===== src/rtl/outport_uart_tx_pkg.sv =====
// Shared types and constants for the output-port UART transmitter.
package outport_uart_pkg;

  typedef enum logic [1:0] {
    IDLE,
    START,
    DATA,
    STOP
  } txState_t;

  localparam int BYTES_PER_WORD       = 4;
  localparam int BITS_PER_BYTE        = 8;
  localparam int DEFAULT_CLKS_PER_BIT = 434;  // 50 MHz / 115200 baud

endpackage


===== src/rtl/outport_uart_tx_if.sv =====
// Output-port word stream in, serial line and status out.
interface outport_uart_tx_if;

  logic        wr_en;
  logic [31:0] wr_data;
  logic        tx;
  logic        busy;
  logic        full;
  logic        overflow;

  modport master (
    output wr_en,
    output wr_data,
    input  tx,
    input  busy,
    input  full,
    input  overflow
  );

  modport slave (
    input  wr_en,
    input  wr_data,
    output tx,
    output busy,
    output full,
    output overflow
  );

endinterface


===== src/rtl/outport_uart_tx_word_fifo.sv =====
// Synchronous 32-bit word FIFO; dout shows the head word combinationally.
// full is registered and reflects occupancy before any same-edge pop, so a push on full is always dropped.
module word_fifo #(
  parameter int DEPTH = 4
) (
  input  logic                     clk,
  input  logic                     rstN,
  input  logic                     push,
  input  logic                     pop,
  input  logic [31:0]              din,
  output logic [31:0]              dout,
  output logic                     full,
  output logic                     empty,
  output logic [$clog2(DEPTH):0]   count
);

  localparam int AW = $clog2(DEPTH);
  localparam int CW = AW + 1;

  logic [31:0]   mem [DEPTH];
  logic [AW-1:0] wrPtr;
  logic [AW-1:0] rdPtr;
  logic          pushOk;
  logic          popOk;
  logic [CW-1:0] countNext;

  always_comb begin
    pushOk    = push && !full;
    popOk     = pop && !empty;
    countNext = count + CW'(pushOk) - CW'(popOk);
    empty     = (count == '0);
    dout      = mem[rdPtr];
  end

  always_ff @(posedge clk) begin
    if (pushOk) begin
      mem[wrPtr] <= din;
    end
  end

  // Pointers are exactly log2(DEPTH) bits wide, so wrap-around is free.
  always_ff @(posedge clk) begin
    if (!rstN) begin
      wrPtr <= '0;
      rdPtr <= '0;
      count <= '0;
      full  <= 1'b0;
    end else begin
      if (pushOk) begin
        wrPtr <= wrPtr + AW'(1);
      end
      if (popOk) begin
        rdPtr <= rdPtr + AW'(1);
      end
      count <= countNext;
      full  <= (countNext == CW'(DEPTH));
    end
  end

endmodule


===== src/rtl/outport_uart_tx.sv =====
// Queues OUTPORT words and sends each as four 8N1 bytes, LSB byte first, on tx.
// A word pushed into an idle block starts its start bit one edge later; pushes on full are dropped and flagged.
module outport_uart_tx
  import outport_uart_pkg::*;
#(
  parameter int CLKS_PER_BIT = DEFAULT_CLKS_PER_BIT,
  parameter int FIFO_DEPTH   = 4
) (
  input  logic               Clock,
  input  logic               Reset,
  outport_uart_tx_if.slave   port
);

  localparam int BW  = (CLKS_PER_BIT > 1) ? $clog2(CLKS_PER_BIT) : 1;
  localparam int CW  = $clog2(FIFO_DEPTH) + 1;
  localparam int BIW = $clog2(BITS_PER_BYTE);
  localparam int YW  = $clog2(BYTES_PER_WORD);

  localparam logic [BW-1:0]  BAUD_LAST = BW'(CLKS_PER_BIT - 1);
  localparam logic [BIW-1:0] LAST_BIT  = BIW'(BITS_PER_BYTE - 1);
  localparam logic [YW-1:0]  LAST_BYTE = YW'(BYTES_PER_WORD - 1);

  txState_t       state;
  logic [BW-1:0]  baudCnt;
  logic [BIW-1:0] bitIdx;
  logic [YW-1:0]  byteIdx;
  logic [31:0]    shiftReg;
  logic [7:0]     byteReg;
  logic           txReg;
  logic           busyReg;
  logic           ovfReg;

  logic           fifoPop;
  logic           fifoFull;
  logic           fifoEmpty;
  logic [CW-1:0]  fifoCount;
  logic [31:0]    fifoDout;

  logic           baudLast;
  logic           wordDone;
  logic           pushOk;
  logic           goIdle;
  logic [CW-1:0]  countNext;

  word_fifo #(
    .DEPTH (FIFO_DEPTH)
  ) u_fifo (
    .clk   (Clock),
    .rstN  (Reset),
    .push  (port.wr_en),
    .pop   (fifoPop),
    .din   (port.wr_data),
    .dout  (fifoDout),
    .full  (fifoFull),
    .empty (fifoEmpty),
    .count (fifoCount)
  );

  // wordDone marks the edges on which the FSM is ready to take a fresh word.
  always_comb begin
    baudLast  = (baudCnt == BAUD_LAST);
    wordDone  = (state == IDLE) ||
                ((state == STOP) && baudLast && (byteIdx == LAST_BYTE));
    fifoPop   = wordDone && !fifoEmpty;
    goIdle    = wordDone && fifoEmpty;
    pushOk    = port.wr_en && !fifoFull;
    countNext = fifoCount + CW'(pushOk) - CW'(fifoPop);
  end

  always_ff @(posedge Clock) begin
    if (!Reset) begin
      state    <= IDLE;
      baudCnt  <= '0;
      bitIdx   <= '0;
      byteIdx  <= '0;
      shiftReg <= '0;
      byteReg  <= '0;
      txReg    <= 1'b1;
      busyReg  <= 1'b0;
      ovfReg   <= 1'b0;
    end else begin
      if (port.wr_en && fifoFull) begin
        ovfReg <= 1'b1;
      end
      busyReg <= !goIdle || (countNext != '0);

      case (state)
        IDLE: begin
          txReg   <= 1'b1;
          baudCnt <= '0;
          if (!fifoEmpty) begin
            shiftReg <= fifoDout;
            byteIdx  <= '0;
            txReg    <= 1'b0;
            state    <= START;
          end
        end

        START: begin
          if (baudLast) begin
            baudCnt <= '0;
            byteReg <= shiftReg[7:0];
            bitIdx  <= '0;
            txReg   <= shiftReg[0];
            state   <= DATA;
          end else begin
            baudCnt <= baudCnt + BW'(1);
          end
        end

        DATA: begin
          if (baudLast) begin
            baudCnt <= '0;
            if (bitIdx == LAST_BIT) begin
              txReg <= 1'b1;
              state <= STOP;
            end else begin
              bitIdx  <= bitIdx + BIW'(1);
              txReg   <= byteReg[1];
              byteReg <= byteReg >> 1;
            end
          end else begin
            baudCnt <= baudCnt + BW'(1);
          end
        end

        STOP: begin
          if (baudLast) begin
            baudCnt <= '0;
            if (byteIdx != LAST_BYTE) begin
              shiftReg <= shiftReg >> BITS_PER_BYTE;
              byteIdx  <= byteIdx + YW'(1);
              txReg    <= 1'b0;
              state    <= START;
            end else if (!fifoEmpty) begin
              shiftReg <= fifoDout;
              byteIdx  <= '0;
              txReg    <= 1'b0;
              state    <= START;
            end else begin
              state <= IDLE;
            end
          end else begin
            baudCnt <= baudCnt + BW'(1);
          end
        end

        default: state <= IDLE;
      endcase
    end
  end

  assign port.tx       = txReg;
  assign port.busy     = busyReg;
  assign port.full     = fifoFull;
  assign port.overflow = ovfReg;

endmodule


===== src/flat_wrapper.sv =====
// flat-port wrapper written by rule: the top's interface ports become plain ports
module outport_uart_tx_flat import outport_uart_pkg::*;
#(
  parameter int CLKS_PER_BIT = DEFAULT_CLKS_PER_BIT,
  parameter int FIFO_DEPTH   = 4
)
  (Clock, Reset, port_wr_en, port_wr_data, port_tx, port_busy, port_full, port_overflow);
  outport_uart_tx_if port_i ();
  input  logic Clock;
  input  logic Reset;
  input wire logic [$bits(port_i.wr_en)-1:0] port_wr_en;
  input wire logic [$bits(port_i.wr_data)-1:0] port_wr_data;
  output wire logic [$bits(port_i.tx)-1:0] port_tx;
  output wire logic [$bits(port_i.busy)-1:0] port_busy;
  output wire logic [$bits(port_i.full)-1:0] port_full;
  output wire logic [$bits(port_i.overflow)-1:0] port_overflow;
  assign port_i.wr_en = port_wr_en;
  assign port_i.wr_data = port_wr_data;
  assign port_tx = port_i.tx;
  assign port_busy = port_i.busy;
  assign port_full = port_i.full;
  assign port_overflow = port_i.overflow;
  outport_uart_tx #(.CLKS_PER_BIT(CLKS_PER_BIT), .FIFO_DEPTH(FIFO_DEPTH)) u_core (.Clock(Clock), .Reset(Reset), .port(port_i));
endmodule

===== config.mk =====
export PLATFORM = sky130hd
export DESIGN_NAME = outport_uart_tx_flat
export DESIGN_NICKNAME = d
export VERILOG_FILES = /design/src/rtl/outport_uart_tx_pkg.sv /design/src/rtl/outport_uart_tx_if.sv /design/src/rtl/outport_uart_tx_word_fifo.sv /design/src/rtl/outport_uart_tx.sv /design/src/flat_wrapper.sv
export SDC_FILE = /design/constraint.sdc
export NUM_CORES = 1
export LEC_CHECK = 0
export CAP_MARGIN = 20
export CORE_MARGIN = 8
export CORE_UTILIZATION = 59
export CTS_CLUSTER_DIAMETER = 30
export DETAILED_ROUTE_END_ITERATION = 8
export GPL_ROUTABILITY_DRIVEN = 1
export PLACE_DENSITY = 0.89
export SLEW_MARGIN = 0
export SYNTH_ARGS = -nofsm -noshare
export SYNTH_HDL_FRONTEND = slang
export SYNTH_SLANG_ARGS = --single-unit

===== constraint.sdc =====
create_clock -name Clock -period 3.3 [get_ports Clock]
set_input_delay 0.33 -clock Clock [delete_from_list [all_inputs] [get_ports Clock]]
set_output_delay 0.33 -clock Clock [all_outputs]
set_load 0.05 [all_outputs]

==> impl_metrics.ini, run 1 <==
[power_and_ir_drop]
clkPwrFrac_pct = 27.1
power.combinational.fraction_pct = 28.5
p_switching_mw = 2.35
p_leak_nw = 2.99
vdd_ir_drop_max_v = 0.000495
power_density_nw_per_um2 = 854
sequentialPowerShare_pct = 44.4
total_power_mw = 7.63
p_sw_share_pct = 30.8
intPower_mw = 5.28

[synth]
synthFlopType = edfxtp_1
syn_area_sq_um = 7820
synthArstFlopShare_pct = 0
synth-seq-cells = 196
yosysTopAreaCellShare_pct = 49.1
synth_largest_area_cell = edfxtp_1
synth-edff-count = 128
synth_nets = 565
synth_cell_types = 46
synthCells = 512
synth_area_leaders = edfxtp_1 49%, dfxtp_1 17%, mux4_2 9.2%
yosysWarnings = 0
seq_area_frac_synth_pct = 66.5
synth.avg_cell_area_sq_um = 15.3

[sta]
fin_crit_sh_pct = 79.4
maxSlewViolCount = 0
clock_skew_ns = 0.00578
post-route-min-period_ns = 2.62
rsz0062_at_grt = no
tightest_slew_ns = 0.828
max_freq_mhz = 381
setup_ws_ns = 0.678
whs_ns = 0.466
hold_viol_final = 0
setup_tns_ns = 0
slew_headroom_pct = 44.8
setup_viol_count_final = 0

[clock_network]
cts_root_buf = clkbuf_16
htreeDepth = 4
clockBufferDepth = 2
post-cts-setup-buffer-count = 0
cts.sinks = 196
cts_tree = built
cts.repair.resized = 0
cts_hold_buf = 0
numCtsBuffers = 17
cts.clk_slew.worst_paths_ns = 0.06
insertion_delay_ns = 0.42

[die]
die_y_um = 131
start_util_pct = 59.8
coreArea_sq_um = 13100
die_area_sq_um = 17200
rows = 42
fp.dieW_um = 131
io_pins = 39

[detailed_routing]
drtIter0Drc = 423
drc = 0
dr.pass1.iters = 5
vias = 4524
vias_per_cell = 6.15
wl_per_cell_um = 20.2
wl_um = 14900
ant_nets = 0

[placed_design]
dp_hpwl_um = 9290
pre_cts_ws_ns = 0.655
port-buffer-count = 38
dpl.cell_count = 704
place_area_sq_um = 8330
place_congestion = 0.822

[global_routing]
grt_pass1_wl_um = 24500
grt_util_all_layers_pct = 18.0
grt_max_degree = 33
antenna_found_initial = 0
grt_overflow = 0
grt_pass1_vias = 4657

[critical_path]
crit_path_max_fanout = 8
path_class = flip-flop to flip-flop
crit_path_end_kind = flip-flop
reg2reg_depth = 11
cp.required_ns = 3.62
reg2reg_slack_ns = 0.68
r2r_start = u_core.baudCnt[1]
cpMostUsedCell = ha_1
r2r-end = u_core.u_fifo.full
cpPeakStageDelay_ns = 0.47
start_kind = flip-flop
cp_cell_sequence = inv_1 > ha_1 > and4b_1 > a41oi_1 > nor2_1 > ha_1 > ha_1 > xnor2_1 > xnor2_1 > and2_1 > and3_1
cp.arrival_ns = 2.94
cp_slowest_cell = a41oi_1

[finish]
layout_commonest_cell = edfxtp_1
final_cell_area_sq_um = 8940
utilization_pct = 68.3
final_cell_mix = 128 x edfxtp_1, 67 x dfxtp_1, 38 x clkdlybuf4s50_1
fin_nets = 600
fillers = 804
drive_above_1_share_pct = 16.1
diodes = 0
final-instance-count-excl-fill = 736
syn2layout_area_growth_pct = 14.2

[flow_run]
maxCapViolations = 0

[worst_hold_path]
holdPathEnd = u_core.baudCnt[0]
hold_path.class = flip-flop to flip-flop
hold_depth = 1
min_from = u_core.baudCnt[0]

[outcome]
status = finished clean
-- power groups by stage --
stage	Clock (mW)	Combinational, mW	Sequential, mW
floorplan	0	1.69	3.33
global placement	0	2.06	3.40
detailed placement	0	2.15	3.43
CTS	2.10	2.18	3.39
global route	2.20	2.37	3.44
finish	2.07	2.17	3.39
-- layout make-up --
type | count | area (sq um) | area share, %
sequential | 196 | 5210 | 58.3
clock buffer | 23 | 523 | 5.85
inverter | 10 | 37.5 | 0.420
multi-input combinational | 273 | 2400 | 26.9
tap | 176 | 220 | 2.46
clock inverter | 9 | 87.6 | 0.980
timing repair buffer | 49 | 463 | 5.18
-- worst max path at each step --
stage / startpoint / to / cells past startpoint
floorplan: u_core.baudCnt[1] / u_core.u_fifo.full / 12
global placement: port_wr_en / u_core.u_fifo.full / 10
detailed placement: port_wr_en / u_core.u_fifo.full / 10
CTS: u_core.baudCnt[1] / u_core.u_fifo.full / 11
global route: u_core.baudCnt[1] / u_core.u_fifo.full / 11
finish: u_core.baudCnt[1] / u_core.u_fifo.full / 11
-- layer usage --
| metal | track usage [%] | share of wire (%) | vias to the layer above |
|---|---|---|---|
| met2 | 30.9 | 52 | 152 |
| met4 | 7.49 | 2.2 | 0 |
| met5 | 0 | 0 | - |
| met1 | 21.2 | 40 | 2285 |
| met3 | 4.34 | 5.2 | 25 |
| li1 | - | - | 2062 |
-- worst max-delay path: cells and delay by family (launching register included) --
| family | cells | cell delay (ns) |
|---|---|---|
| and+or+nand+nor | 4 | 0.76 |
| adders and majority gates | 3 | 0.56 |
| xor gates and xnor gates | 2 | 0.33 |
| buffers and inverters | 1 | 0.05 |
| DFF | 1 | 0.35 |
| AOI/OAI and AO/OA | 1 | 0.47 |
-- synthesized netlist by cell type (3+ instances only) --
cell	n
and2_1	7
ha_1	18
or3_1	4
o221a_2	4
nand2_1	9
nand3_1	15
dfxtp_1	68
xnor2_1	7
nor3_1	23
buf_4	4
nor2b_1	5
nand2b_1	6
mux4_2	32
o22a_1	14
a21oi_1	19
and3_1	4
o221a_1	10
a211oi_1	18
nor2_1	19
inv_1	10
edfxtp_1	128
mux2i_1	7
nor2_2	7
o21ai_0	22
xor2_1	3
buf_6	5
buf_2	4
clkbuf_1	18
-- registers in the layout, indices dropped and copies added (netlist names), named ones only --
register              cells
u_core.u_fifo.rdPtr       2
u_core.u_fifo.full        1
u_core.u_fifo.count       3
u_core.port.tx            1
u_core.u_fifo.mem       128
u_core.shiftReg          32
u_core.bitIdx             3
u_core.state              2
u_core.byteReg            7
u_core.port.overflow      1
u_core.byteIdx            2
u_core.u_fifo.wrPtr       2
u_core.port.busy          1
u_core.baudCnt            9
-- cell families after synthesis --
family          synth area share [%]
mux                             10.1
flops                           66.5
xor+xnor                        1.12
compound gates                  9.48
simple gates                    7.08
buf+inv                         2.80
fa+ha+maj                       2.88
Power figures use the tool's default switching activity.
==> inputs of run 2 (changes only) <==
CORE_UTILIZATION = 54   (was 59)
PLACE_DENSITY = 0.87   (was 0.89)
clock period = 2.34 ns   (was 3.3 ns; I/O delays follow)
==> run 2 against run 1 <==
- core utilization down 5.2 points
- combinational power is 55% higher
- sequential cell count did not move
- fmax grew 16%
- final cell count grew 2.4%
- sequential share of layout area down 0.83 points
- die area grew 8.1%
- clock-buffer cell count fell by 4
- highest routed layer unchanged
- global-route usage fell by 0.29 points
==> impl_metrics.ini, run 2 (same netlist as run 1, synthesis figures left out) <==
[clock_network]
cts_root_buf = clkbuf_16
htreeDepth = 4
clockBufferDepth = 2
cts.sinks = 196
insertion_delay_ns = 0.43
cts_tree = built
numCtsBuffers = 17
cts.clk_slew.worst_paths_ns = 0.06

[die]
rows = 44
fp.dieW_um = 136
die_area_sq_um = 18600
die_y_um = 136
io_pins = 39
coreArea_sq_um = 14400
start_util_pct = 54.4

[detailed_routing]
wl_um = 15200
dr_wl_met3_um = 1020
dr.pass1.iters = 6
met2_length_um = 7820
met1_length_um = 5970
wl_per_cell_um = 20.1
top_layer = met4
vias = 4570
vias_per_cell = 6.06
drc = 0
ant_nets = 0
drtIter0Drc = 437

[flow_run]
maxCapViolations = 0

[placed_design]
dp_hpwl_um = 9380
port-buffer-count = 38
place_congestion = 0.854
place_area_sq_um = 8450

[worst_hold_path]
hold_depth = 1
hold_path.class = primary input to flip-flop
min_from = port_wr_data[24]
holdPathEnd = u_core.u_fifo.mem[2][24]

[power_and_ir_drop]
power.combinational.fraction_pct = 30.8
p_sw_share_pct = 31.0
power_density_nw_per_um2 = 1210
clkPwrFrac_pct = 26.5
p_switching_mw = 3.39
vdd_ir_drop_max_v = 0.000767
sequentialPowerShare_pct = 42.7
intPower_mw = 7.54
p_leak_nw = 3.03

[global_routing]
grt_util_all_layers_pct = 17.7
grt_pass1_vias = 4764
grt_max_degree = 33
antenna_found_initial = 0
grt_pass1_wl_um = 24900
grt_overflow = 0

[finish]
diodes = 0
fillers = 954
top_regs = u_core.u_fifo.mem: 128 flops, u_core.shiftReg: 32 flops, u_core.baudCnt: 9 flops
layout_commonest_cell = edfxtp_1
final_cell_mix = 128 x edfxtp_1, 67 x dfxtp_1, 38 x clkdlybuf4s50_1
syn2layout_area_growth_pct = 15.9
fin_nets = 610
utilization_pct = 63.1
final_cell_area_sq_um = 9070
drive_above_1_share_pct = 17.2
top_register = u_core.u_fifo.mem
largest_register_ffs = 128

[critical_path]
r2r_start = u_core.baudCnt[1]
cp.arrival_ns = 2.57
cp-startpoint = u_core.baudCnt[1]
path_class = flip-flop to flip-flop
start_kind = flip-flop
crit_path_end_kind = flip-flop
cp.required_ns = 2.66
reg2reg_depth = 11
crit_path_max_fanout = 3
reg2reg_slack_ns = 0.09
r2r-end = u_core.u_fifo.full

[sta]
setup_viol_count_final = 0
hold_viol_final = 0
setup_tns_ns = 0
tightest_slew_ns = 0.543
fin_crit_sh_pct = 96.3
max_freq_mhz = 444
slew_headroom_pct = 63.8
maxSlewViolCount = 0
post-route-min-period_ns = 2.25
clock_skew_ns = 0.00793

[outcome]
status = finished clean
## run 2: cell count changes in the layout (fill, tap and decap cells not counted), moves of 2 or more
cell       change
buf_12         +4
buf_4          +6
bufinv_16      +2
clkbuf_16      -3
clkinv_1       +3
inv_4          -3
inv_6          +2
## run 2: power groups by stage
stage / combinational (mW) / sequential [mW] / clock [mW]
final: 3.37 / 4.68 / 2.89
after global routing: 3.67 / 4.73 / 3.08
after CTS: 3.35 / 4.66 / 2.94
after detailed placement: 3.31 / 4.72 / 0
after global placement: 3.13 / 4.67 / 0
after floorplan: 2.39 / 4.70 / 0
## run 2: final cells by class
cell class	count	area [sq um]	area share, %
Sequential cell	196	5210	57.4
Multi-Input combinational cell	273	2410	26.6
Timing Repair Buffer	59	588	6.49
Clock buffer	19	433	4.78
Tap cell	184	230	2.54
Clock inverter	13	156	1.73
Inverter	10	37.5	0.414
## run 2: how the worst max path moves through the flow
stage                    endpoint  cells after the start  slack [ns]
6_report       u_core.u_fifo.full                     11        0.09
5_1_grt        u_core.u_fifo.full                     11       -0.02
4_1_cts        u_core.u_fifo.full                     11        0.04
3_5_place_dp   u_core.u_fifo.full                     10        0.02
3_3_place_gp   u_core.u_fifo.full                     10        0.14
2_1_floorplan  u_core.u_fifo.full                     12        0.05
## run 2: worst max-delay path, cell delays in order (launching register included)
cell	delay, ns
dfxtp_1	0.35
inv_1	0.05
ha_1	0.17
and4b_1	0.23
a41oi_2	0.20
nor2_1	0.07
ha_1	0.21
ha_1	0.21
xnor2_2	0.14
xnor2_1	0.15
and2_1	0.19
and3_1	0.18
## run 2: metal layers
layer  vias up  track usage, %
met5         -               0
met4         0            9.21
met3        26            4.92
met2       193            29.1
met1      2273            20.8
li1       2078               -
## run 2: per-stage QoR
step           hold WS (ns)  worst slack [ns]  total power, mW  std cells
2_1_floorplan         0.333            0.0484             7.09        512
3_3_place_gp          0.445             0.144             7.80        721
3_5_place_dp          0.451            0.0217             8.03        721
4_1_cts               0.411            0.0450             10.9        753
5_1_grt               0.436           -0.0226             11.5        754
6_report              0.428            0.0863             10.9        754
## run 2: what timing repair did
item	CTS	global route
buffers inserted	0	1
hold buffers	0	0
endpoints found under the setup margin	0	2
gates resized for setup	0	2
==> inputs of run 3 (changes only) <==
CORE_MARGIN = 5   (was 8)
==> run 3 against run 2 <==
- via count decreased by 1.5%
- clock power fell by 7.3%
- sequential power about the same
- non-clock buffer count decreased by 2
- wire length is 0.77% higher
- die area down 8.6%
- hold slack improved by 0.0048 ns
- core utilization is 0.31 points lower
- critical endpoint unchanged
- largest cell class unchanged
==> impl_metrics.ini, run 3 (same netlist as run 1, synthesis figures left out) <==
[critical_path]
path_class = flip-flop to flip-flop
cp.required_ns = 2.66
crit_path_max_fanout = 3
cp-startpoint = u_core.baudCnt[1]
start_kind = flip-flop
cp.arrival_ns = 2.50
r2r_start = u_core.baudCnt[1]
crit_path_end_kind = flip-flop

[clock_network]
htreeDepth = 4
cts.clk_slew.worst_paths_ns = 0.06
insertion_delay_ns = 0.43
post-cts-setup-buffer-count = 0
cts.sinks = 196
clockBufferDepth = 2
cts_root_buf = clkbuf_16
cts_tree = built
numCtsBuffers = 17

[die]
die_y_um = 130
fp.dieW_um = 130
rows = 44
coreArea_sq_um = 14400
start_util_pct = 54.4
die_area_sq_um = 17000
io_pins = 39

[finish]
drive_above_1_share_pct = 17.0
top_register = u_core.u_fifo.mem
layout_commonest_cell = edfxtp_1
fin_nets = 608
final-instance-count-excl-fill = 749
fillers = 951
syn2layout_area_growth_pct = 15.3
final_cell_mix = 128 x edfxtp_1, 66 x dfxtp_1, 38 x clkdlybuf4s50_1
top_regs = u_core.u_fifo.mem: 128 flops, u_core.shiftReg: 32 flops, u_core.baudCnt: 9 flops
utilization_pct = 62.8
diodes = 0
largest_register_ffs = 128

[detailed_routing]
drc = 0
wl_um = 15300
vias_per_cell = 6.01
drtIter0Drc = 387
vias = 4503
dr.pass1.iters = 5
ant_nets = 0
wl_per_cell_um = 20.4

[outcome]
status = finished clean

[worst_hold_path]
hold_path.class = primary input to flip-flop
min_from = port_wr_en

[power_and_ir_drop]
power_density_nw_per_um2 = 1190
p_leak_nw = 3.00
vdd_ir_drop_max_v = 0.000955

[sta]
fin_crit_sh_pct = 93.3
setup_viol_count_final = 0
tightest_slew_ns = 0.559
post-route-min-period_ns = 2.18
clock_skew_ns = 0.00790
rsz0062_at_grt = no
max_freq_mhz = 458
hold_viol_final = 0
slew_headroom_pct = 62.7
setup_tns_ns = 0
maxSlewViolCount = 0
setup_ws_ns = 0.157

[flow_run]
maxCapViolations = 0

[global_routing]
grt_pass1_wl_um = 25000
antenna_found_initial = 0
grt_max_degree = 33
grt_util_all_layers_pct = 19.6
grt_overflow = 0
grt_pass1_vias = 4679

[placed_design]
place_congestion = 0.813
dpl.cell_count = 720
dp_hpwl_um = 9200
port-buffer-count = 38
pre_cts_ws_ns = 0.0657
==> run 3: stage by stage <==
step / hold slack (ns) / cell area (sq um) / power (mW)
2_1_floorplan: 0.333 / 7820 / 7.09
3_3_place_gp: 0.444 / 8470 / 7.84
3_5_place_dp: 0.461 / 8470 / 8.02
4_1_cts: 0.422 / 9010 / 10.8
5_1_grt: 0.434 / 9020 / 11.3
6_report: 0.433 / 9020 / 10.8
==> run 3: routing by layer <==
layer | global-route usage, % | up-vias | share of wire [%]
li1 | - | 2070 | -
met1 | 23.5 | 2258 | 38
met2 | 34.4 | 138 | 54
met3 | 4.87 | 37 | 4.7
met4 | 7.32 | 0 | 3.1
met5 | 0 | - | 0
==> run 3: final timing paths <==
check	cells after the start	to	slack (ns)
worst min register to register	1	u_core.baudCnt[0]	0.47
worst min-delay path	3	u_core.port.overflow	0.43
worst max-delay path	11	u_core.u_fifo.full	0.16
worst max register to register	11	u_core.u_fifo.full	0.16
==> run 3: layout make-up <==
class	count	area [sq um]	share of cell area [%]
clock buffers	20	437	4.84
repair buffers	57	598	6.63
clock inverters	9	101	1.12
flip-flops and latches	196	5210	57.7
multi-input cells	273	2410	26.7
well taps	184	230	2.55
inverters	10	37.5	0.416
==> run 3: worst max-delay path, cell delays in order, from the launching register on <==
cell and delay (ns):
dfxtp_2 0.34, inv_1 0.04, ha_1 0.16, and4b_1 0.22
a41oi_2 0.22, nor2_1 0.07, ha_1 0.21, ha_1 0.19
xnor2_1 0.14, xnor2_1 0.15, and2_1 0.18, and3_1 0.17
==> run 3: where the power goes <==
part / total, mW / internal (mW) / switching, mW
logic: 3.39 / 1.51 / 1.89
clock network: 2.68 / 1.47 / 1.21
registers: 4.68 / 4.36 / 0.313
total: 10.8 / 7.34 / 3.41
==> run 3: timing repair <==
item / in CTS / in global routing
hold buffers: 0 / 0
setup endpoints to repair: 0 / 1
gates resized for setup: 0 / 3
